<file path="config.mk">
export PLATFORM = sky130hd
export DESIGN_NAME = cipher_channel_arbiter_flat
export DESIGN_NICKNAME = d
export VERILOG_FILES = /design/src/rtl/cipher_pkg.sv /design/src/rtl/cipher_channel_arbiter_if.sv /design/src/rtl/cipher_channel_arbiter_rr_select.sv /design/src/rtl/cipher_channel_arbiter.sv /design/src/flat_wrapper.sv
export SDC_FILE = /design/constraint.sdc
export NUM_CORES = 1
export LEC_CHECK = 0
export BUFFER_PORTS_ARGS = -buffer_cell sky130_fd_sc_hd__buf_2
export CORE_MARGIN = 2
export CORE_UTILIZATION = 45
export DETAILED_ROUTE_END_ITERATION = 8
export GPL_TIMING_DRIVEN = 0
export PLACE_DENSITY = 0.66
export SETUP_SLACK_MARGIN = 0.1
export SYNTH_ARGS = -nofsm -noshare
export SYNTH_HDL_FRONTEND = slang
export SYNTH_SLANG_ARGS = --single-unit
</file>
<file path="constraint.sdc">
create_clock -name clk -period 3.2 [get_ports clk]
set_input_delay 0.96 -clock clk [delete_from_list [all_inputs] [get_ports clk]]
set_output_delay 0.96 -clock clk [all_outputs]
set_load 0.05 [all_outputs]
</file>
<file path="src/rtl/cipher_pkg.sv">
// Shared constants for the cipher channel arbiter: FSM encoding, op modes, byte width.
package cipher_pkg;

    localparam int DATA_W = 8;

    localparam logic MODE_ENC = 1'b0;  // data - key
    localparam logic MODE_DEC = 1'b1;  // data + key

    typedef enum logic [1:0] {
        ST_IDLE = 2'd0,
        ST_LOAD = 2'd1,
        ST_EXEC = 2'd2,
        ST_DONE = 2'd3
    } state_e;

endpackage

</file>
<file path="src/rtl/cipher_channel_arbiter_if.sv">
// Request/response/key bundle between the UART front ends and the cipher arbiter.
interface cipher_channel_arbiter_if #(
    parameter int NUM_REQ = 2,
    parameter int ID_W    = 1
);
    import cipher_pkg::*;

    logic [NUM_REQ-1:0]        req_valid;
    logic [NUM_REQ*DATA_W-1:0] req_data;
    logic [NUM_REQ-1:0]        req_mode;
    logic [NUM_REQ-1:0]        req_ack;
    logic                      resp_valid;
    logic [DATA_W-1:0]         resp_data;
    logic [ID_W-1:0]           resp_id;
    logic                      resp_ready;
    logic                      key_wr;
    logic [DATA_W-1:0]         key_in;
    logic [DATA_W-1:0]         key_cur;
    logic                      busy;

    // Requester/consumer side.
    modport master (
        output req_valid, req_data, req_mode, resp_ready, key_wr, key_in,
        input  req_ack, resp_valid, resp_data, resp_id, key_cur, busy
    );

    // Arbiter side.
    modport slave (
        input  req_valid, req_data, req_mode, resp_ready, key_wr, key_in,
        output req_ack, resp_valid, resp_data, resp_id, key_cur, busy
    );

endinterface

</file>
<file path="src/rtl/cipher_channel_arbiter_rr_select.sv">
// Combinational round-robin picker: first valid bit at or above ptr_i, wrapping at NUM_REQ.
module rr_select #(
    parameter int NUM_REQ = 2,
    parameter int ID_W    = 1
) (
    input  logic [NUM_REQ-1:0] valid_i,
    input  logic [ID_W-1:0]    ptr_i,
    output logic [NUM_REQ-1:0] gnt_o,
    output logic [ID_W-1:0]    idx_o,
    output logic               any_o
);

    // Walk NUM_REQ slots starting at ptr_i; the wrap is a subtract so non-power-of-two counts work.
    always_comb begin
        int          k;
        logic [ID_W-1:0] kk;
        k     = 0;
        kk    = '0;
        gnt_o = '0;
        idx_o = '0;
        any_o = 1'b0;
        for (int off = 0; off < NUM_REQ; off++) begin
            k = int'(ptr_i) + off;
            if (k >= NUM_REQ) k = k - NUM_REQ;
            kk = ID_W'(k);
            if (!any_o && valid_i[kk]) begin
                gnt_o[kk] = 1'b1;
                idx_o     = kk;
                any_o     = 1'b1;
            end
        end
    end

endmodule

</file>
<file path="src/rtl/cipher_channel_arbiter.sv">
// Round-robin arbiter sharing one 8-bit add/subtract cipher and its key between requesters.
module cipher_channel_arbiter
    import cipher_pkg::*;
#(
    parameter int NUM_REQ = 2,
    parameter int ID_W    = 1
) (
    input  logic                     clk,
    input  logic                     reset,
    cipher_channel_arbiter_if.slave  bus
);

    state_e              state_q, state_d;
    logic [ID_W-1:0]     rr_ptr_q, rr_ptr_d;
    logic [ID_W-1:0]     op_id_q, op_id_d;
    logic [DATA_W-1:0]   op_data_q, op_data_d;
    logic [DATA_W-1:0]   op_key_q, op_key_d;
    logic                op_mode_q, op_mode_d;
    logic [DATA_W-1:0]   res_q, res_d;
    logic [DATA_W-1:0]   key_q, key_d;
    logic [DATA_W-1:0]   pend_key_q, pend_key_d;
    logic                pend_vld_q, pend_vld_d;

    logic [NUM_REQ-1:0]  sel_gnt;
    logic [ID_W-1:0]     sel_idx;
    logic                sel_any;
    logic [DATA_W-1:0]   sel_data;
    logic                sel_mode;
    logic                accept;

    rr_select #(.NUM_REQ(NUM_REQ), .ID_W(ID_W)) u_rr_select (
        .valid_i (bus.req_valid),
        .ptr_i   (rr_ptr_q),
        .gnt_o   (sel_gnt),
        .idx_o   (sel_idx),
        .any_o   (sel_any)
    );

    assign accept = (state_q == ST_DONE) && bus.resp_ready;

    // One-hot AND-OR mux of the granted requester's byte and mode.
    always_comb begin
        sel_data = '0;
        sel_mode = 1'b0;
        for (int i = 0; i < NUM_REQ; i++) begin
            if (sel_gnt[i]) begin
                sel_data = sel_data | bus.req_data[i*DATA_W +: DATA_W];
                sel_mode = sel_mode | bus.req_mode[i];
            end
        end
    end

    // Next-state: FSM sequencing, operand capture, cipher result and key/pending-key bookkeeping.
    always_comb begin
        state_d    = state_q;
        rr_ptr_d   = rr_ptr_q;
        op_id_d    = op_id_q;
        op_data_d  = op_data_q;
        op_key_d   = op_key_q;
        op_mode_d  = op_mode_q;
        res_d      = res_q;
        key_d      = key_q;
        pend_key_d = pend_key_q;
        pend_vld_d = pend_vld_q;

        case (state_q)
            ST_IDLE: begin
                // A grant on the same edge as a key write snapshots the old key.
                if (sel_any) begin
                    op_data_d = sel_data;
                    op_mode_d = sel_mode;
                    op_id_d   = sel_idx;
                    op_key_d  = key_q;
                    state_d   = ST_LOAD;
                end
            end
            ST_LOAD: state_d = ST_EXEC;
            ST_EXEC: begin
                res_d   = (op_mode_q == MODE_DEC) ? op_data_q + op_key_q
                                                  : op_data_q - op_key_q;
                state_d = ST_DONE;
            end
            ST_DONE: begin
                if (bus.resp_ready) begin
                    state_d  = ST_IDLE;
                    rr_ptr_d = (op_id_q == ID_W'(NUM_REQ - 1)) ? '0 : op_id_q + 1'b1;
                end
            end
            default: state_d = ST_IDLE;
        endcase

        // Key writes land directly when idle; while busy they park in the pending slot
        // and get applied on the release edge, where a fresh write beats the parked one.
        if (state_q == ST_IDLE) begin
            if (bus.key_wr) key_d = bus.key_in;
        end else if (accept) begin
            if (bus.key_wr)      key_d = bus.key_in;
            else if (pend_vld_q) key_d = pend_key_q;
            pend_vld_d = 1'b0;
        end else if (bus.key_wr) begin
            pend_vld_d = 1'b1;
            pend_key_d = bus.key_in;
        end
    end

    // State and datapath registers, all cleared by the asynchronous reset.
    always_ff @(posedge clk or posedge reset) begin
        if (reset) begin
            state_q    <= ST_IDLE;
            rr_ptr_q   <= '0;
            op_id_q    <= '0;
            op_data_q  <= '0;
            op_key_q   <= '0;
            op_mode_q  <= 1'b0;
            res_q      <= '0;
            key_q      <= '0;
            pend_key_q <= '0;
            pend_vld_q <= 1'b0;
        end else begin
            state_q    <= state_d;
            rr_ptr_q   <= rr_ptr_d;
            op_id_q    <= op_id_d;
            op_data_q  <= op_data_d;
            op_key_q   <= op_key_d;
            op_mode_q  <= op_mode_d;
            res_q      <= res_d;
            key_q      <= key_d;
            pend_key_q <= pend_key_d;
            pend_vld_q <= pend_vld_d;
        end
    end

    // Acknowledge the captured requester for the single LOAD cycle.
    always_comb begin
        for (int i = 0; i < NUM_REQ; i++) begin
            bus.req_ack[i] = (state_q == ST_LOAD) && (op_id_q == ID_W'(i));
        end
    end

    assign bus.resp_valid = (state_q == ST_DONE);
    assign bus.resp_data  = res_q;
    assign bus.resp_id    = op_id_q;
    assign bus.key_cur    = key_q;
    assign bus.busy       = (state_q != ST_IDLE);

endmodule

</file>
<file path="src/flat_wrapper.sv">
// flat-port wrapper written by rule: the top's interface ports become plain ports
module cipher_channel_arbiter_flat import cipher_pkg::*;
#(
    parameter int NUM_REQ = 2,
    parameter int ID_W    = 1
)
  (clk, reset, bus_req_valid, bus_req_data, bus_req_mode, bus_resp_ready, bus_key_wr, bus_key_in, bus_req_ack, bus_resp_valid, bus_resp_data, bus_resp_id, bus_key_cur, bus_busy);
  cipher_channel_arbiter_if #(.NUM_REQ(NUM_REQ), .ID_W(ID_W)) bus_i ();
  input  logic clk;
  input  logic reset;
  input wire logic [$bits(bus_i.req_valid)-1:0] bus_req_valid;
  input wire logic [$bits(bus_i.req_data)-1:0] bus_req_data;
  input wire logic [$bits(bus_i.req_mode)-1:0] bus_req_mode;
  input wire logic [$bits(bus_i.resp_ready)-1:0] bus_resp_ready;
  input wire logic [$bits(bus_i.key_wr)-1:0] bus_key_wr;
  input wire logic [$bits(bus_i.key_in)-1:0] bus_key_in;
  output wire logic [$bits(bus_i.req_ack)-1:0] bus_req_ack;
  output wire logic [$bits(bus_i.resp_valid)-1:0] bus_resp_valid;
  output wire logic [$bits(bus_i.resp_data)-1:0] bus_resp_data;
  output wire logic [$bits(bus_i.resp_id)-1:0] bus_resp_id;
  output wire logic [$bits(bus_i.key_cur)-1:0] bus_key_cur;
  output wire logic [$bits(bus_i.busy)-1:0] bus_busy;
  assign bus_i.req_valid = bus_req_valid;
  assign bus_i.req_data = bus_req_data;
  assign bus_i.req_mode = bus_req_mode;
  assign bus_i.resp_ready = bus_resp_ready;
  assign bus_i.key_wr = bus_key_wr;
  assign bus_i.key_in = bus_key_in;
  assign bus_req_ack = bus_i.req_ack;
  assign bus_resp_valid = bus_i.resp_valid;
  assign bus_resp_data = bus_i.resp_data;
  assign bus_resp_id = bus_i.resp_id;
  assign bus_key_cur = bus_i.key_cur;
  assign bus_busy = bus_i.busy;
  cipher_channel_arbiter #(.NUM_REQ(NUM_REQ), .ID_W(ID_W)) u_core (.clk(clk), .reset(reset), .bus(bus_i));
endmodule
</file>
==> results of run 1 <==
## critical path: stages (launching register included)
cell     delay (ps)
dfrtp_1         410
inv_1            80
ha_1            200
buf_4           170
inv_1            90
buf_2           260
## layout make-up
cell class / instances / area share
Inverter: 19 / 0.0248
Buffer: 8 / 0.0148
Clock inverter: 3 / 0.0153
Sequential cell: 46 / 0.401
Timing Repair Buffer: 53 / 0.0976
Multi-Input combinational cell: 140 / 0.392
Clock buffer: 5 / 0.0240
Tap cell: 70 / 0.0305
## sequential cells by signal, indices dropped and copies added (netlist names)
name                  cells
u_core.bus.key_cur        8
u_core.op_mode_q          1
u_core.rr_ptr_q           1
u_core.bus.resp_id        1
u_core.pend_key_q         8
u_core.pend_vld_q         1
u_core.state_q            2
u_core.op_data_q          8
u_core.op_key_q           8
u_core.bus.resp_data      8
## per-stage QoR
stage	hold WS, ps	instances	worst slack (ps)	util	area (sq um)
2_1_floorplan	460	213	894	-	2390
3_3_place_gp	472	335	589	0.536	2740
3_5_place_dp	484	336	744	0.540	2760
4_1_cts	497	344	716	0.562	2870
5_1_grt	500	344	612	0.562	2870
6_report	504	344	734	0.562	2870
## Yosys cell counts
| cell type | instances |
|---|---|
| inv_1 | 19 |
| o32a_1 | 1 |
| nor2b_1 | 4 |
| a311oi_1 | 1 |
| dfrtp_1 | 46 |
| and2_1 | 3 |
| xnor2_1 | 8 |
| a21boi_1 | 1 |
| a21oi_2 | 1 |
| nor2_4 | 1 |
| nor4b_1 | 1 |
| fa_1 | 1 |
| nor3_2 | 1 |
| a21boi_0 | 1 |
| nor2_1 | 9 |
| o21ai_0 | 12 |
| o21bai_1 | 1 |
| o211ai_1 | 3 |
| nor3_4 | 1 |
| a222oi_1 | 7 |
| mux2_2 | 22 |
| xor2_1 | 4 |
| a211oi_1 | 1 |
| o22a_1 | 1 |
| ha_1 | 12 |
| nand3b_1 | 1 |
| a21oi_1 | 7 |
| o21ai_1 | 3 |
| nand4_1 | 1 |
| a22oi_1 | 2 |
| nand2_1 | 14 |
| clkbuf_1 | 2 |
| mux2i_1 | 8 |
| a21o_1 | 4 |
| buf_2 | 3 |
| clkbuf_2 | 1 |
| a31oi_1 | 3 |
| buf_4 | 2 |
## per-layer routing
layer | wire length [um] | track usage | vias to the layer above
li1 | - | - | 874
met1 | 2050 | 0.203 | 809
met2 | 2200 | 0.286 | 42
met3 | 185 | 0.0341 | 7
met4 | 69 | 0.0600 | 0
met5 | 0 | 0 | -
## cells by family (layout without fill, tap and decap cells)
family / count (synthesis) / in the layout / synth area share
fa+ha+maj: 13 / 13 / 0.0712
simple gates: 36 / 36 / 0.0795
flops: 46 / 46 / 0.481
compound gates: 49 / 49 / 0.139
mux: 30 / 30 / 0.137
xor+xnor: 12 / 12 / 0.0440
buf+inv: 27 / 88 / 0.0476
## how the worst max path moves through the flow
| stage | to | slack, ps | cells past startpoint | from |
|---|---|---|---|---|
| after global placement | u_core.bus.resp_data[1]$_DFFE_PP0P_ | 590 | 2 | reset |
| after detailed placement | u_core.bus.resp_data[5]$_DFFE_PP0P_ | 740 | 8 | u_core.op_key_q[0]$_DFFE_PP0P_ |
| final | bus_busy | 730 | 5 | u_core.state_q[0]$_DFFE_PP0P_ |
| after floorplan | bus_req_ack[0] | 890 | 1 | u_core.bus.resp_id$_DFFE_PP0P_ |
| after CTS | bus_busy | 720 | 5 | u_core.state_q[0]$_DFFE_PP0P_ |
| after global routing | u_core.bus.resp_data[5]$_DFFE_PP0P_ | 610 | 8 | u_core.op_key_q[0]$_DFFE_PP0P_ |
==> impl_metrics.csv, run 1 <==
group,metric,value,unit
outcome,outcome,"complete, no violations",
sta,hold_viol,0,
setup_path,critPathRequiredTime,2240,ps
synth,yosys.area.top_type,"dfrtp_1",
clock_tree,htreeDepth,2,
setup_path,cp.arrival,1510,ps
routing,drc,0,
sta,period_needed,2470,ps
routing,routedWlPerCell,13.1,um
cells_and_area,layout_common_cells,"buf_2 (55), dfrtp_1 (46), mux2_2 (22)",
run,drv_cap,0,
cells_and_area,layout-drive-gt1-share,0.343,
cells_and_area,multi_input_area,0.00113,sq mm
sta,fin_skew,7.25,ps
clock_tree,cts_resized,0,
floorplan,io_pins,53,
cells_and_area,area_growth,20.1,%
synth,netlist_area,0.00239,sq mm
floorplan,dieArea,0.00591,sq mm
routing,vias_per_cell,5.03,
global_route,track_usage,0.165,
setup_path,cp-start-kind,"flip-flop",
routing,drt-initial-drc-count,101,
sta,layout_worst_path_cycle_share,0.771,
setup_path,reg2reg_slack,750,ps
placement,dpl.hpwl,3530,um
routing,firstDrtPassIters,4,
synth,synth_top_area_frac,0.481,
global_route,antenna_found_initial,0,
sta,drv_slew,0,
sta,final-setup-viol-count,0,
routing,num_vias,1732,
clock_tree,cts_hold_buf,0,
setup_path,worstRegToRegCells,8,
synth,syn_nets,258,
setup_path,cp_max_fo,9,
clock_tree,root_buffer,"clkbuf_8",
sta,maxSlewHeadroom,0.681,
clock_tree,clockBufferDepth,2,
min_path,hold_class,"input pin to async pin",
synth,yosysUniqueCellTypes,38,
sta,finalSetupTns,0,ps
clock_tree,postCtsSetupBuffers,0,
synth,synth_area_leaders,"dfrtp_1 (48%), mux2_2 (10%), ha_1 (6.3%)",
setup_path,r2r_end,"u_core.bus.resp_data[5]$_DFFE_PP0P_",
routing,routed_wl,4500,um
routing,drtAntennaViolNets,0,
clock_tree,numCtsBuffers,5,
setup_path,critPathKind,"flip-flop to output pin",
placement,gp_congestion,0.809,
cells_and_area,layout_commonest_cell,"buf_2",
synth,yosysSeqAreaShare,0.481,
clock_tree,path_clk_slew,90,ps
synth,yosysWarnings,0,
setup_path,cp-end-kind,"output pin",
floorplan,start_util,0.468,
cells_and_area,fill_cells,490,
clock_tree,cts_tree,"built",
synth,postSynthRegisterBits,46,
floorplan,die_y,76.9,um
sta,rsz0062_at_grt,"false",
sta,timing.fmax,0.405,GHz
global_route,grt_pass1_wl,7690,um
global_route,grt_pass1_vias,1735,
global_route,overflow,0,
floorplan,die_x,76.9,um
synth,syn_inst,213,
cells_and_area,regArea,0.00115,sq mm
setup_path,r2r-start,"u_core.op_key_q[0]$_DFFE_PP0P_",
floorplan,coreArea,0.00511,sq mm
global_route,grt_max_degree,45,
synth,avgSynthCellArea,11.2,sq um
clock_tree,insertion_delay,300,ps
floorplan,row_count,26,
placement,numPortBuffers,52,
cells_and_area,n_antenna_cell,0,
clock_tree,cts.sinks,46,
cells_and_area,nets,318,
sta,tightest_slew,478,ps
Power of run 1 is not shown: default switching activity piles up to over one toggle a cycle in this logic, so the estimate is an artifact.
==> run 2: changes to the inputs <==
==> constraint.sdc (replaced) <==
create_clock -name clk -period 2.55 [get_ports clk]
set_input_delay 0.765 -clock clk [delete_from_list [all_inputs] [get_ports clk]]
set_output_delay 0.765 -clock clk [all_outputs]
set_load 0.05 [all_outputs]
==> impl_metrics.csv, run 2 (synthesis results as in run 1) <==
group,metric,value,unit
clock_tree,cts_hold_buf,0,
setup_path,crit_family,"adder cells",
global_route,track_usage,0.166,
global_route,grt_max_degree,45,
placement,dpl.hpwl,3530,um
global_route,grt_pass1_wl,7730,um
sta,finalSetupTns,0,ps
setup_path,r2r_end,"u_core.bus.resp_data[5]$_DFFE_PP0P_",
floorplan,die_y,76.9,um
setup_path,reg2reg_slack,210,ps
placement,gp_congestion,0.809,
outcome,outcome,"complete, no violations",
clock_tree,htreeDepth,2,
setup_path,crit_start,"u_core.op_key_q[1]$_DFFE_PP0P_",
routing,drtAntennaViolNets,0,
sta,hold_viol,0,
sta,tightest_slew,472,ps
cells_and_area,n_antenna_cell,0,
setup_path,cp-end-kind,"flip-flop",
setup_path,worstRegToRegCells,8,
routing,routed_wl,4530,um
min_path,hold_class,"input pin to async pin",
setup_path,r2r-start,"u_core.op_key_q[1]$_DFFE_PP0P_",
floorplan,io_pins,53,
routing,drt-initial-drc-count,102,
run,drv_cap,0,
setup_path,cp_max_fo,4,
cells_and_area,area_growth,21.0,%
setup_path,crit_buf_inv,1,
sta,fin_skew,7.05,ps
setup_path,critPathRequiredTime,2750,ps
cells_and_area,layout_common_cells,"buf_2 (55), dfrtp_1 (45), mux2_2 (22)",
clock_tree,clockBufferDepth,2,
sta,timing.fmax,0.427,GHz
clock_tree,numCtsBuffers,5,
clock_tree,cts_tree,"built",
setup_path,critPathKind,"flip-flop to flip-flop",
clock_tree,path_clk_slew,90,ps
floorplan,die_x,76.9,um
sta,period_needed,2340,ps
cells_and_area,layout-drive-gt1-share,0.355,
sta,final-setup-viol-count,0,
setup_path,crit_chain,"inv_1 -> ha_1 -> mux2_2 -> ha_1 -> a211oi_2 -> o21ai_0 -> xor2_1 -> mux2_2",
routing,routedWlPerCell,13.1,um
floorplan,row_count,26,
cells_and_area,nets,320,
sta,layout_worst_path_cycle_share,0.918,
routing,num_vias,1735,
setup_path,slowest_stage,"dfrtp_1",
cells_and_area,layout_commonest_cell,"buf_2",
floorplan,dieArea,0.00591,sq mm
global_route,antenna_found_initial,0,
placement,numPortBuffers,52,
clock_tree,insertion_delay,300,ps
routing,vias_per_cell,5.01,
floorplan,start_util,0.468,
sta,maxSlewHeadroom,0.685,
sta,rsz0062_at_grt,"false",
routing,drc,0,
floorplan,coreArea,0.00511,sq mm
routing,firstDrtPassIters,4,
cells_and_area,fill_cells,484,
clock_tree,root_buffer,"clkbuf_8",
setup_path,cp-start-kind,"flip-flop",
global_route,overflow,0,
global_route,grt_pass1_vias,1740,
setup_path,critPathMaxStageDelay,440,ps
setup_path,cp.arrival,2540,ps
clock_tree,cts.sinks,46,
sta,drv_slew,0,
run 2: changes by cell type in the layout (fill, tap and decap cells not counted), sizes merged:
cell / delta
buf: +2
run 2: area by class of cell:
| type | instances | area (sq um) | area share |
|---|---|---|---|
| inverter | 19 | 71.3 | 0.0247 |
| tap | 70 | 87.6 | 0.0303 |
| clock inverter | 3 | 43.8 | 0.0151 |
| buffer | 8 | 42.5 | 0.0147 |
| multi-input combinational | 140 | 1130 | 0.391 |
| clock buffer | 5 | 68.8 | 0.0238 |
| timing repair buffer | 55 | 295 | 0.102 |
| sequential | 46 | 1150 | 0.398 |
run 2: repair_timing:
item	4_1_cts	5_1_grt
setup buffers	0	2
pin swaps	0	0
resized for setup	1	1
endpoints found under the setup margin	1	4
run 2: metal layers:
layer | vias to the layer above | track usage | share of wire
met3 | 7 | 0.0341 | 0.042
met4 | 0 | 0.0600 | 0.015
met5 | - | 0 | 0
met2 | 40 | 0.286 | 0.49
li1 | 875 | - | -
met1 | 813 | 0.205 | 0.45
run 2: worst max-delay path by stage:
| stage | endpoint | cells past startpoint |
|---|---|---|
| after global placement | u_core.bus.resp_data[1]$_DFFE_PP0P_ | 2 |
| final | u_core.bus.resp_data[5]$_DFFE_PP0P_ | 8 |
| after CTS | u_core.bus.resp_data[5]$_DFFE_PP0P_ | 8 |
| after detailed placement | u_core.bus.resp_data[5]$_DFFE_PP0P_ | 8 |
| after global routing | u_core.bus.resp_data[5]$_DFFE_PP0P_ | 8 |
| after floorplan | u_core.bus.resp_data[5]$_DFFE_PP0P_ | 8 |
run 2: metrics by stage:
stage	util	instance area, sq um	std cells	setup slack, ps	hold WS, ps
2_1_floorplan	-	2390	213	337	460
3_3_place_gp	0.536	2740	335	134	472
3_5_place_dp	0.540	2760	336	93.9	484
4_1_cts	0.563	2880	344	148	302
5_1_grt	0.566	2890	346	102	305
6_report	0.566	2890	346	209	309
Power of run 2 is left out for the same reason.
